### config.mk
export PLATFORM = sky130hd
export DESIGN_NAME = unary_xnor_scheduler
export DESIGN_NICKNAME = d
export VERILOG_FILES = /design/src/rtl/unary_xnor_sched_pkg.sv /design/src/rtl/unary_xnor_scheduler_rr_arbiter.sv /design/src/rtl/unary_xnor_scheduler.sv
export SDC_FILE = /design/constraint.sdc
export NUM_CORES = 1
export LEC_CHECK = 0
export ABC_AREA = 1
export CAP_MARGIN = 40
export CORE_MARGIN = 2
export CORE_UTILIZATION = 43
export DETAILED_ROUTE_END_ITERATION = 8
export PLACE_DENSITY = 0.81
export RECOVER_POWER = 25
export SETUP_SLACK_MARGIN = 0.4
export SLEW_MARGIN = 20
export SYNTH_ARGS = -nofsm -noshare
export SYNTH_HDL_FRONTEND = slang
export SYNTH_SLANG_ARGS = --single-unit
### constraint.sdc
create_clock -name clk -period 2 [get_ports clk]
set_input_delay 0.4 -clock clk [delete_from_list [all_inputs] [get_ports clk]]
set_output_delay 0.4 -clock clk [all_outputs]
set_load 0.01 [all_outputs]
### src/rtl/unary_xnor_sched_pkg.sv
// ============================================================================
//  unary_xnor_sched_pkg
//  Shared state encoding and width helper for the XNOR parity scheduler.
//  Revision: 1.0
// ============================================================================
`default_nettype none

package unary_xnor_sched_pkg;

  typedef enum logic [1:0] {
    IDLE = 2'd0,
    BUSY = 2'd1,
    RESP = 2'd2
  } state_e;

  function automatic int id_width(input int r);
    return $clog2(r);
  endfunction

endpackage

`default_nettype wire

### src/rtl/unary_xnor_scheduler_rr_arbiter.sv
// ============================================================================
//  rr_arbiter
//  Combinational round-robin search: first requester at or after ptr.
//  Revision: 1.0
// ============================================================================
`default_nettype none

module rr_arbiter
  import unary_xnor_sched_pkg::*;
#(
  parameter int R = 4,
  localparam int IW = id_width(R)
) (
  input  logic [R-1:0]  req,
  input  logic [IW-1:0] ptr,
  output logic [IW-1:0] gnt_idx,
  output logic          any
);

  localparam logic [IW:0] C_R = (IW + 1)'(R);

  logic          w_found;
  logic [IW:0]   w_sum;
  logic [IW-1:0] w_idx;

  // Walk R positions from ptr, wrapping modulo R; the first hit wins.
  always_comb begin
    gnt_idx = '0;
    w_found = 1'b0;
    w_sum   = '0;
    w_idx   = '0;
    for (int k = 0; k < R; k++) begin
      w_sum = {1'b0, ptr} + (IW + 1)'(k);
      if (w_sum >= C_R) begin
        w_sum = w_sum - C_R;
      end
      w_idx = w_sum[IW-1:0];
      if (!w_found && req[w_idx]) begin
        w_found = 1'b1;
        gnt_idx = w_idx;
      end
    end
  end

  assign any = |req;

endmodule

`default_nettype wire

### src/rtl/unary_xnor_scheduler.sv
// ============================================================================
//  unary_xnor_scheduler
//  Time-shares one reduction-XNOR datapath among R message requesters.
//  Revision: 1.0
// ============================================================================
`default_nettype none

module unary_xnor_scheduler
  import unary_xnor_sched_pkg::*;
#(
  parameter int N = 8,
  parameter int R = 4,
  localparam int IW = id_width(R)
) (
  input  logic            clk,
  input  logic            rst_n,
  input  logic [R-1:0]    req_valid,
  input  logic [R-1:0]    req_last,
  input  logic [R*N-1:0]  req_data,
  output logic [R-1:0]    req_ready,
  output logic            rsp_valid,
  output logic [IW-1:0]   rsp_id,
  output logic            rsp_result,
  input  logic            rsp_ready
);

  localparam logic [IW-1:0] C_LAST_ID = IW'(R - 1);

  state_e        state_q, state_d;
  logic [IW-1:0] ptr_q, ptr_d;
  logic [IW-1:0] gnt_q, gnt_d;
  logic [IW-1:0] rsp_id_q, rsp_id_d;
  logic          acc_q, acc_d;
  logic          rsp_result_q, rsp_result_d;

  logic [IW-1:0] arb_idx;
  logic          arb_any;
  logic [N-1:0]  word;
  logic          word_par;

  rr_arbiter #(
    .R(R)
  ) u_arb (
    .req     (req_valid),
    .ptr     (ptr_q),
    .gnt_idx (arb_idx),
    .any     (arb_any)
  );

  always_comb begin
    word = '0;
    for (int i = 0; i < R; i++) begin
      if (gnt_q == IW'(i)) begin
        word = req_data[i*N +: N];
      end
    end
  end

  assign word_par = ^word;

  // Handshake outputs depend only on registered state; inputs steer next state.
  always_comb begin
    state_d      = state_q;
    ptr_d        = ptr_q;
    gnt_d        = gnt_q;
    acc_d        = acc_q;
    rsp_id_d     = rsp_id_q;
    rsp_result_d = rsp_result_q;
    req_ready    = '0;
    rsp_valid    = 1'b0;
    unique case (state_q)
      IDLE: begin
        if (arb_any) begin
          gnt_d   = arb_idx;
          acc_d   = 1'b0;
          state_d = BUSY;
        end
      end
      BUSY: begin
        req_ready[gnt_q] = 1'b1;
        if (req_valid[gnt_q]) begin
          acc_d = acc_q ^ word_par;
          if (req_last[gnt_q]) begin
            rsp_result_d = ~(acc_q ^ word_par);
            rsp_id_d     = gnt_q;
            state_d      = RESP;
          end
        end
      end
      RESP: begin
        rsp_valid = 1'b1;
        if (rsp_ready) begin
          ptr_d   = (gnt_q == C_LAST_ID) ? '0 : gnt_q + 1'b1;
          state_d = IDLE;
        end
      end
      default: state_d = IDLE;
    endcase
  end

  always_ff @(posedge clk or negedge rst_n) begin
    if (!rst_n) begin
      state_q      <= IDLE;
      ptr_q        <= '0;
      gnt_q        <= '0;
      acc_q        <= 1'b0;
      rsp_id_q     <= '0;
      rsp_result_q <= 1'b0;
    end else begin
      state_q      <= state_d;
      ptr_q        <= ptr_d;
      gnt_q        <= gnt_d;
      acc_q        <= acc_d;
      rsp_id_q     <= rsp_id_d;
      rsp_result_q <= rsp_result_d;
    end
  end

  assign rsp_id     = rsp_id_q;
  assign rsp_result = rsp_result_q;

endmodule

`default_nettype wire
# Yosys cells after proc, flatten, opt, wreduce, memory -nomap -nowiden
# Cells that the tools add are included.
# totals
in_bits	43
word_cells	92
register_bits	10
output_inout_bits	8
# classes
eq_ne	9
n_addsub	8
n_reduce_logical	17
magnitude_cmp	10
bitwise_logic	2
n_mux	40
# ops
op	count
2-to-1 mux 8 bit	4
2-to-1 mux 2 bit	13
< comparator 2 x 3 -> 1 bit (second input constant)	5
2-to-1 mux 1 bit	13
binary-select mux 1 bit (select 2 bit)	6
greater-or-equal comparator 3 bit (second input constant)	3
!= test 2 bit (second input constant)	4
XOR reduction 8 bit	1
subtractor 2 x 1 -> 2 bit (second input constant)	4
adder 2 x 2 -> 3 bit (second input constant)	2
equality test 2 bit (second input constant)	3
case mux 2 bit (3 select lines)	1
AND reduction 3 bit	2
equality test 2 x 1 -> 1 bit (second input constant)	2
logical AND 1 bit	4
zero test 2 bit	2
2-to-1 mux 4 bit	1
AND reduction 2 bit	2
AND reduction 4 bit	1
OR reduction 4 bit	1
adder 2 x 1 -> 3 bit (second input constant)	1
greater-or-equal comparator 2 x 3 -> 1 bit (second input constant)	1
zero test 1 bit	3
adder 2 x 1 -> 2 bit (second input constant)	1
6 further kinds	6

# Logic depth before layout (Yosys ltp)
# Gate-level depths: netlist (run 1).
# depth
ltp_word	14
ltp_mapped	15
depth_no_buf	15

# By module
# A second synthesis (run 1) with hierarchy kept.
# unflattened
hier_cells	230
hier_area_um2	1300.0
# modules_own_cells
module	instances	seq_area_each_um2	cells_per_inst	area_each_um2
unary_xnor_scheduler	1	250.2	181	1057.3
rr_arbiter	1	0.0	49	242.7

# Worst setup path after synthesis (run 1)
# OpenSTA, ideal clock, no wires.
# synth_timing
path_type	register -> register
start	register gnt_q[0]
end	register rsp_result_q (netlist: rsp_result)
setup_slack_ps	371
period_less_slack_ps	1629
setup_time_ps	117
arrival_time_ps	1511
n_path_buf	0
stages_incl_launch_ff	16
t_required_ps	1883
path_cell_list	dfrtp_1 inv_2 ha_1 inv_1 nor2_1 nand3_1 nand3_1 nand2_1 nand2_1 nand2_1 nand2_1 nand2_1 nand2_1 nand2_1 nand3_1 nand2_1
# synth_between
elab_chain_len	8
word_cells_on_any_way	16
# synth_rtl
element	line_no	source
start, declared	unary_xnor_scheduler.sv:31	logic [IW-1:0] gnt_q, gnt_d;
start signal, assigned	unary_xnor_scheduler.sv:112	gnt_q <= gnt_d;
zero test 2 bit	unary_xnor_scheduler.sv:53	if (gnt_q == IW'(i)) begin
2-to-1 mux 8 bit (4 in series)	unary_xnor_scheduler.sv:53	
XOR reduction 8 bit	unary_xnor_scheduler.sv:59	assign word_par = ^word;
XOR 1 bit	unary_xnor_scheduler.sv:84	rsp_result_d = ~(acc_q ^ word_par);
NOT 1 bit	unary_xnor_scheduler.sv:84	
end signal, assigned	unary_xnor_scheduler.sv:115	rsp_result_q <= rsp_result_d;
end, declared	unary_xnor_scheduler.sv:34	logic rsp_result_q, rsp_result_d;
# Several ways; a longest one is shown, not always the timed one. The select of a mux whose other input is x is not followed.
# A chain may end at the register's enable or synchronous reset.

# Worst setup path in the final report (run 1)
# layout_timing
start	register gnt_q[0]
end	register acc_q
# layout_between
elab_chain_len	9
word_cells_on_any_way	16
# layout_rtl
element	line_no	source
zero test 2 bit	unary_xnor_scheduler.sv:53	
2-to-1 mux 8 bit (4 in series)	unary_xnor_scheduler.sv:53	
XOR reduction 8 bit	unary_xnor_scheduler.sv:59	
XOR 1 bit	unary_xnor_scheduler.sv:82	acc_d = acc_q ^ word_par;
2-to-1 mux 1 bit	unary_xnor_scheduler.sv:81	if (req_valid[gnt_q]) begin
case mux 1 bit (2 select lines)	unary_xnor_scheduler.sv:71	unique case (state_q)
end signal, assigned	unary_xnor_scheduler.sv:106	acc_q <= 1'b0;
end signal, assigned	unary_xnor_scheduler.sv:113	acc_q <= acc_d;
end, declared	unary_xnor_scheduler.sv:33	logic acc_q, acc_d;
# Several ways; a longest one is shown, not always the timed one. The select of a mux whose other input is x is not followed.

==> impl_results.md, run 1 <==
- I/O Pins: 51
- Critical Path Max Stage Delay: 0.47 ns
- Final Slew Violations: 0
- Post-synthesis cell area: 1220 sq um
- Die Wd: 57.2 um
- Maximum Capacitance Violations: 0
- Critical Path AT: around 1.9 ns
- Die height: 57.2 um
- Critical Path Slowest Stage Cell: dfrtp_2
- Hold WC Path Type: reg2reg
- Initial DRC count: 42
- Most frequent cells in the layout: nand2_1 (68), clkdlybuf4s50_1 (40), inv_1 (36)
- Area added between synthesis and finish: 75.7%
- Crit start category: register
- Total CTS buffers: 3
- CTS Hold Buffers Added: 0
- Endpoints failing setup: 0
- Highest Clock Rate: 569 MHz
- Setup CP Type: reg2reg
- Worst Path Max Fanout: 4
- Antenna violations before repair: 0
- RSZ-0062 raised after global routing: true
- Worst-path clk slew: 0.06 ns
- Grt ovf: 0
- Post-synthesis sequential area ratio: 20.5%
- Tot Pwr: 0.00287 W
- Clk Latency, worst-skew pair: 0.25 ns
- Vias in the first global route: 1377
- Crit. End Element: register
- Post-Syn Area per Cell: between 5 and 6 sq um
- Tcrit/Tclk final: between 80 and 90%
- Post-Route WL: 4010 um
- Diodes inserted: 0
- HPWL Detailed: 2610 um
- H-tree depth: 1
- Largest net degree at the start of global routing: 11
- Min Tclk post-route: around 1.8 ns
- IR drop worst, VDD: 1.24 mV
- Power Density: 1340 nW/um^2
- Outcome: finished clean
- Worst slew pin tran: between 0.4 and 0.5 ns
- Delay-heaviest family, CP: simple AND/OR/NAND/NOR gates
- Slew Limit Headroom: 70.3%
- Vias per inst: roughly 5.0
- CTS root buffer: clkbuf_4
- 1st-pass router iterations: 5
- Hold Slack: 0.487 ns
- Warnings from Yosys: 0
- First-pass GRT wire length: ~5500 um
- Final hold vios: 0
- Share of layout cells above drive strength 1: 27.5%
- Leak Pwr: ~1.1 nW
- CP dominant cell by count: nand2_1
- Final GP Congestion: approximately 0.84
- Clock Path Buffers: 2
- Count of input and output buffers: 50
- Row cnt: 19
- Worst path cell trace: inv_4, ha_4, buf_6, nand3_2, nand2_1, inv_1, nand2_2, nand2_4, buf_6, inv_1, nand2_1, nand2_1, nand2_1, nand3_2, nand2_2
- Fillers: 193
- Total Nets Final: 340
- Netlist cell types: 24
- Commonest non-fill, non-tap cell in the layout: nand2_1
- DR vias: approximately 1600
- Yosys reg bits: 10
- Post-DR wirelength/cell: 12.4 um
- Post-DRT Antenna Nets: 0
- Full die area: around 3300 sq um
- Placeable core area: 2730 sq um
- Total clock sinks: 10
- Synth Instances: 217
- Worst Skew: 0.00184 ns
- Fin Setup TNS: 0 ns
- WP buf/inv: 5
- Syn_nets: 264
- CTS tree: done
- Initial core utilization: between 40% and 50%
- Worst EP required: roughly 2.1 ns
- DRC viols: 0
- Total track usage: a little over 20%
## flip-flops by register name, indices dropped and copies added, names as in the netlist
| register | count |
|---|---|
| rsp_id | 2 |
| acc_q | 1 |
| state_q | 2 |
| ptr_q | 2 |
| rsp_result | 1 |
| gnt_q | 2 |
## worst paths after layout
path / from / endpoint / slack (ns) / cells past startpoint
worst max-delay path: gnt_q[0] / acc_q / 0.24 / 15
worst max register to register: gnt_q[0] / acc_q / 0.24 / 15
worst min-delay path: rsp_result / rsp_result / 0.49 / 2
min in group asynchronous: rst_n / rsp_id[0] / 0.53 / 1
worst min register to register: rsp_result / rsp_result / 0.49 / 2
max in group asynchronous: rst_n / gnt_q[0] / 1.14 / 1
## layout make-up
| class | instances | area [sq um] | share of cell area, % |
|---|---|---|---|
| inverter | 46 | 175 | 8.18 |
| tap | 31 | 38.8 | 1.81 |
| multi-input combinational | 160 | 968 | 45.2 |
| sequential | 10 | 253 | 11.8 |
| clock buffer | 3 | 22.5 | 1.05 |
| timing repair buffer | 72 | 683 | 31.9 |
## per-layer routing
| layer | up-vias | GRT usage, % | share of wire [%] |
|---|---|---|---|
| li1 | 818 | - | - |
| met1 | 731 | 25.6 | 41 |
| met2 | 62 | 37.1 | 50 |
| met3 | 11 | 2.72 | 6.8 |
| met4 | 0 | 3.65 | 2.5 |
| met5 | - | 0 | 0 |
## repair_timing
item / in CTS / in global routing
pin swaps: 7 / 18
endpoints found under the setup margin: 9 / 12
buffers inserted: 8 / 8
resized for setup: 34 / 52
## synthesized netlist by cell type, drive strengths merged
cell type   n  area share, %
inv        46             14
o21ai      18            8.0
o31ai       2            1.2
o22a        1           0.72
nor2       19            6.1
xor2        2            2.1
nand3      19            8.2
o211ai      2            1.2
buf         1           0.92
a21oi       6            2.5
ha          4            4.1
nand3b      1           0.62
dfrtp      10             21
o21bai      1           0.62
nand4       1           0.51
xnor2       6            4.3
nor4        1           0.51
nand2      77             24
## stage by stage
step / utilization, % / std cells / setup slack (ns) / area (sq um)
floorplan: - / 217 / 0.405 / 1220
global placement: 65.7 / 303 / 0.0950 / 1800
detailed placement: 65.7 / 303 / 0.0694 / 1800
CTS: 70.6 / 314 / 0.258 / 1930
global route: 78.3 / 322 / 0.132 / 2140
finish: 78.3 / 322 / 0.242 / 2140
## report_power, final
part / total (W) / switching, W / internal (W)
clock: 0.000127 / 0.0000584 / 0.0000689
sequential: 0.000417 / 0.000113 / 0.000304
combinational: 0.00233 / 0.00127 / 0.00106
total: 0.00287 / 0.00144 / 0.00144
## worst register-to-register path: stages, from the launching register on
cell and delay, ns:
dfrtp_2 0.47, inv_4 0.11, ha_4 0.14, buf_6 0.10, nand3_2 0.06, nand2_1 0.07
inv_1 0.04, nand2_2 0.08, nand2_4 0.07, buf_6 0.12, inv_1 0.05, nand2_1 0.06
nand2_1 0.07, nand2_1 0.07, nand3_2 0.09, nand2_2 0.05
## cells by family (layout without fill, tap and decap cells)
family | after synthesis | in the layout | share of synthesized area (%)
and+or+nand+nor | 118 | 118 | 39.6
buffers and inverters | 47 | 121 | 15.1
AOI/OAI and AO/OA | 30 | 30 | 14.3
DFF | 10 | 10 | 20.5
xor gates and xnor gates | 8 | 8 | 6.37
adders and majority gates | 4 | 4 | 4.11
Note: power is estimated with default switching activity, not from simulation.
==> run 2, diff against run 1 <==
--- a/config.mk
+++ b/config.mk
@@ -14,3 +14,2 @@
 export RECOVER_POWER = 25
-export SETUP_SLACK_MARGIN = 0.4
 export SLEW_MARGIN = 20
@@ -19 +18,2 @@
 export SYNTH_SLANG_ARGS = --single-unit
+export TNS_END_PERCENT = 30
==> constraint.sdc (replaced) <==
create_clock -name clk -period 2 [get_ports clk]
set_input_delay 0.2 -clock clk [delete_from_list [all_inputs] [get_ports clk]]
set_output_delay 0.2 -clock clk [all_outputs]
set_load 0.01 [all_outputs]
==> impl_results.md, run 2 (synthesis results as in run 1) <==
- Total track usage: about 20%
- Final Slew Violations: 0
- Row cnt: 19
- Worst reg-to-reg setup slack: 0.24 ns
- Commonest non-fill, non-tap cell in the layout: nand2_1
- Int Power: between 0.001 and 0.0015 W
- Share of layout cells above drive strength 1: 7.33%
- Crit. End Element: output pin
- Setup CP Type: reg2out
- Final Cell Area: 1820 sq um
- Min Tclk post-route: 1.89 ns
- Util after Layout: about two thirds
- Worst Path Max Fanout: 6
- RR Endpoint: acc_q
- I/O Pins: 51
- Clock Path Buffers: 2
- CTS tree: done
- Reg2reg path depth: 15
- Maximum Capacitance Violations: 0
- Tot Pwr: 0.00212 W
- Count of input and output buffers: 50
- Part of the power in the clock network: 8.6%
- Final hold vios: 0
- Critical Path AT: 1.69 ns
- Critical path launch point: gnt_q[1]
- Power Density: about 1200 nW/um^2
- Initial core utilization: 44.6%
- Sequential share of power: 19.8%
- Most frequent cells in the layout: nand2_1 (77), clkdlybuf4s50_1 (47), inv_1 (42)
- Clk Latency, worst-skew pair: between 0.2 and 0.3 ns
- Leak Pwr: 0.992 nW
- HPWL Detailed: approximately 2600 um
- Full die area: between 3000 and 4000 sq um
- P_sw: 0.00106 W
- Total CTS buffers: 3
- IR drop worst, VDD: 1.11 mV
- Switching Fraction: 50.1%
- Grt ovf: 0
- Reg2reg start: gnt_q[1]
- Sequential Area: 251 sq um
- H-tree depth: 1
- Antenna violations before repair: 0
- Largest net degree at the start of global routing: 11
- Worst slew pin tran: 0.464 ns
- Post-DRT Antenna Nets: 0
- Total Nets Final: 321
- Final GP Congestion: 0.815
- Worst Skew: 0.00675 ns
- Die height: between 50 and 60 um
- Initial DRC count: 62
- DRC viols: 0
- Highest Clock Rate: 529 MHz
- RSZ-0062 raised after global routing: true
- Crit start category: register
- Total clock sinks: 10
- Vias in the first global route: 1316
- First-pass GRT wire length: 5240 um
- Slew Limit Headroom: 69.0%
- Worst EP required: 1.80 ns
- Outcome: finished clean
- Fillers: 243
- Post-DP Area: 1750 sq um
- Post-Route WL: about 3100 um
- Diodes inserted: 0
- Combinational share of power: slightly above 70%
- Hold WC Path Type: in2async
- Post-DR wirelength/cell: 10.1 um
- Placeable core area: 2730 sq um
- Die Wd: 57.2 um
- CTS Hold Buffers Added: 0
- 1st-pass router iterations: 4
- Tcrit/Tclk final: 94.6%
- Area added between synthesis and finish: 49.3%
- Footprint of the multi-input gates: between 700 and 800 sq um
- Vias per inst: about 4.7
- Worst-path clk slew: 0.07 ns
- Endpoints failing setup: 0
- DR vias: 1431
- CTS root buffer: clkbuf_4
## run 2: cell count changes in the layout (fill, tap and decap cells not counted), moves of 5 or more
cell,previous run,this run
clkdlybuf4s50_1,40,47
buf_6,6,0
o21ai_0,4,13
inv_2,9,4
buf_2,5,0
nand3_1,12,18
nand3_2,7,1
buf_4,14,3
nand2_1,68,77
nand2_2,8,0
o21ai_2,7,2
inv_1,36,42
## run 2: power by group through the flow
| stage | sequential [W] | combinational, W | clock, W |
|---|---|---|---|
| floorplan | 0.000388 | 0.00108 | 0 |
| global placement | 0.000417 | 0.00146 | 0 |
| detailed placement | 0.000419 | 0.00148 | 0 |
| CTS | 0.000418 | 0.00151 | 0.000189 |
| global route | 0.000438 | 0.00173 | 0.000200 |
| finish | 0.000420 | 0.00152 | 0.000181 |
## run 2: how the worst max path moves through the flow
stage,endpoint,slack (ns),cells past startpoint
2_1_floorplan,rsp_result,0.37,15
3_3_place_gp,rsp_result,0.14,14
3_5_place_dp,acc_q,0.12,14
4_1_cts,req_ready[1],0.0007,5
5_1_grt,req_ready[0],-0.006,5
6_report,req_ready[0],0.11,5
## run 2: per-stage QoR
step	TNS (ns)	hold WS, ns	worst slack (ns)	cells
2_1_floorplan	0	-0.0956	0.371	217
3_3_place_gp	0	0.477	0.137	298
3_5_place_dp	0	0.478	0.122	298
4_1_cts	0	0.250	0.000672	304
5_1_grt	-0.00582	0.343	-0.00582	304
6_report	0	0.318	0.108	304
## run 2: cell type report
class	instances	share of cell area, %
clock buffer	4	1.99
inverter	46	9.49
multi-input combinational	160	43.5
sequential	10	13.8
tap	31	2.13
timing repair buffer	53	29.0
## run 2: critical path, cell delays in order, from the launching register on
cell and delay, ns:
dfrtp_1 0.43, inv_2 0.13, ha_1 0.16, inv_1 0.06, nor2_1 0.10, clkdlybuf4s50_1 0.54
## run 2: timing repair
action / CTS / global route
setup buffers: 2 / 0
gates resized for setup: 3 / 4
setup endpoints to repair: 2 / 4
## run 2: routing by layer
metal,vias up,share of wire [%],track usage (%)
met5,-,0,0
met2,31,47,34.8
li1,790,-,-
met4,0,0,3.32
met1,610,47,25.6
met3,0,5.5,3.85
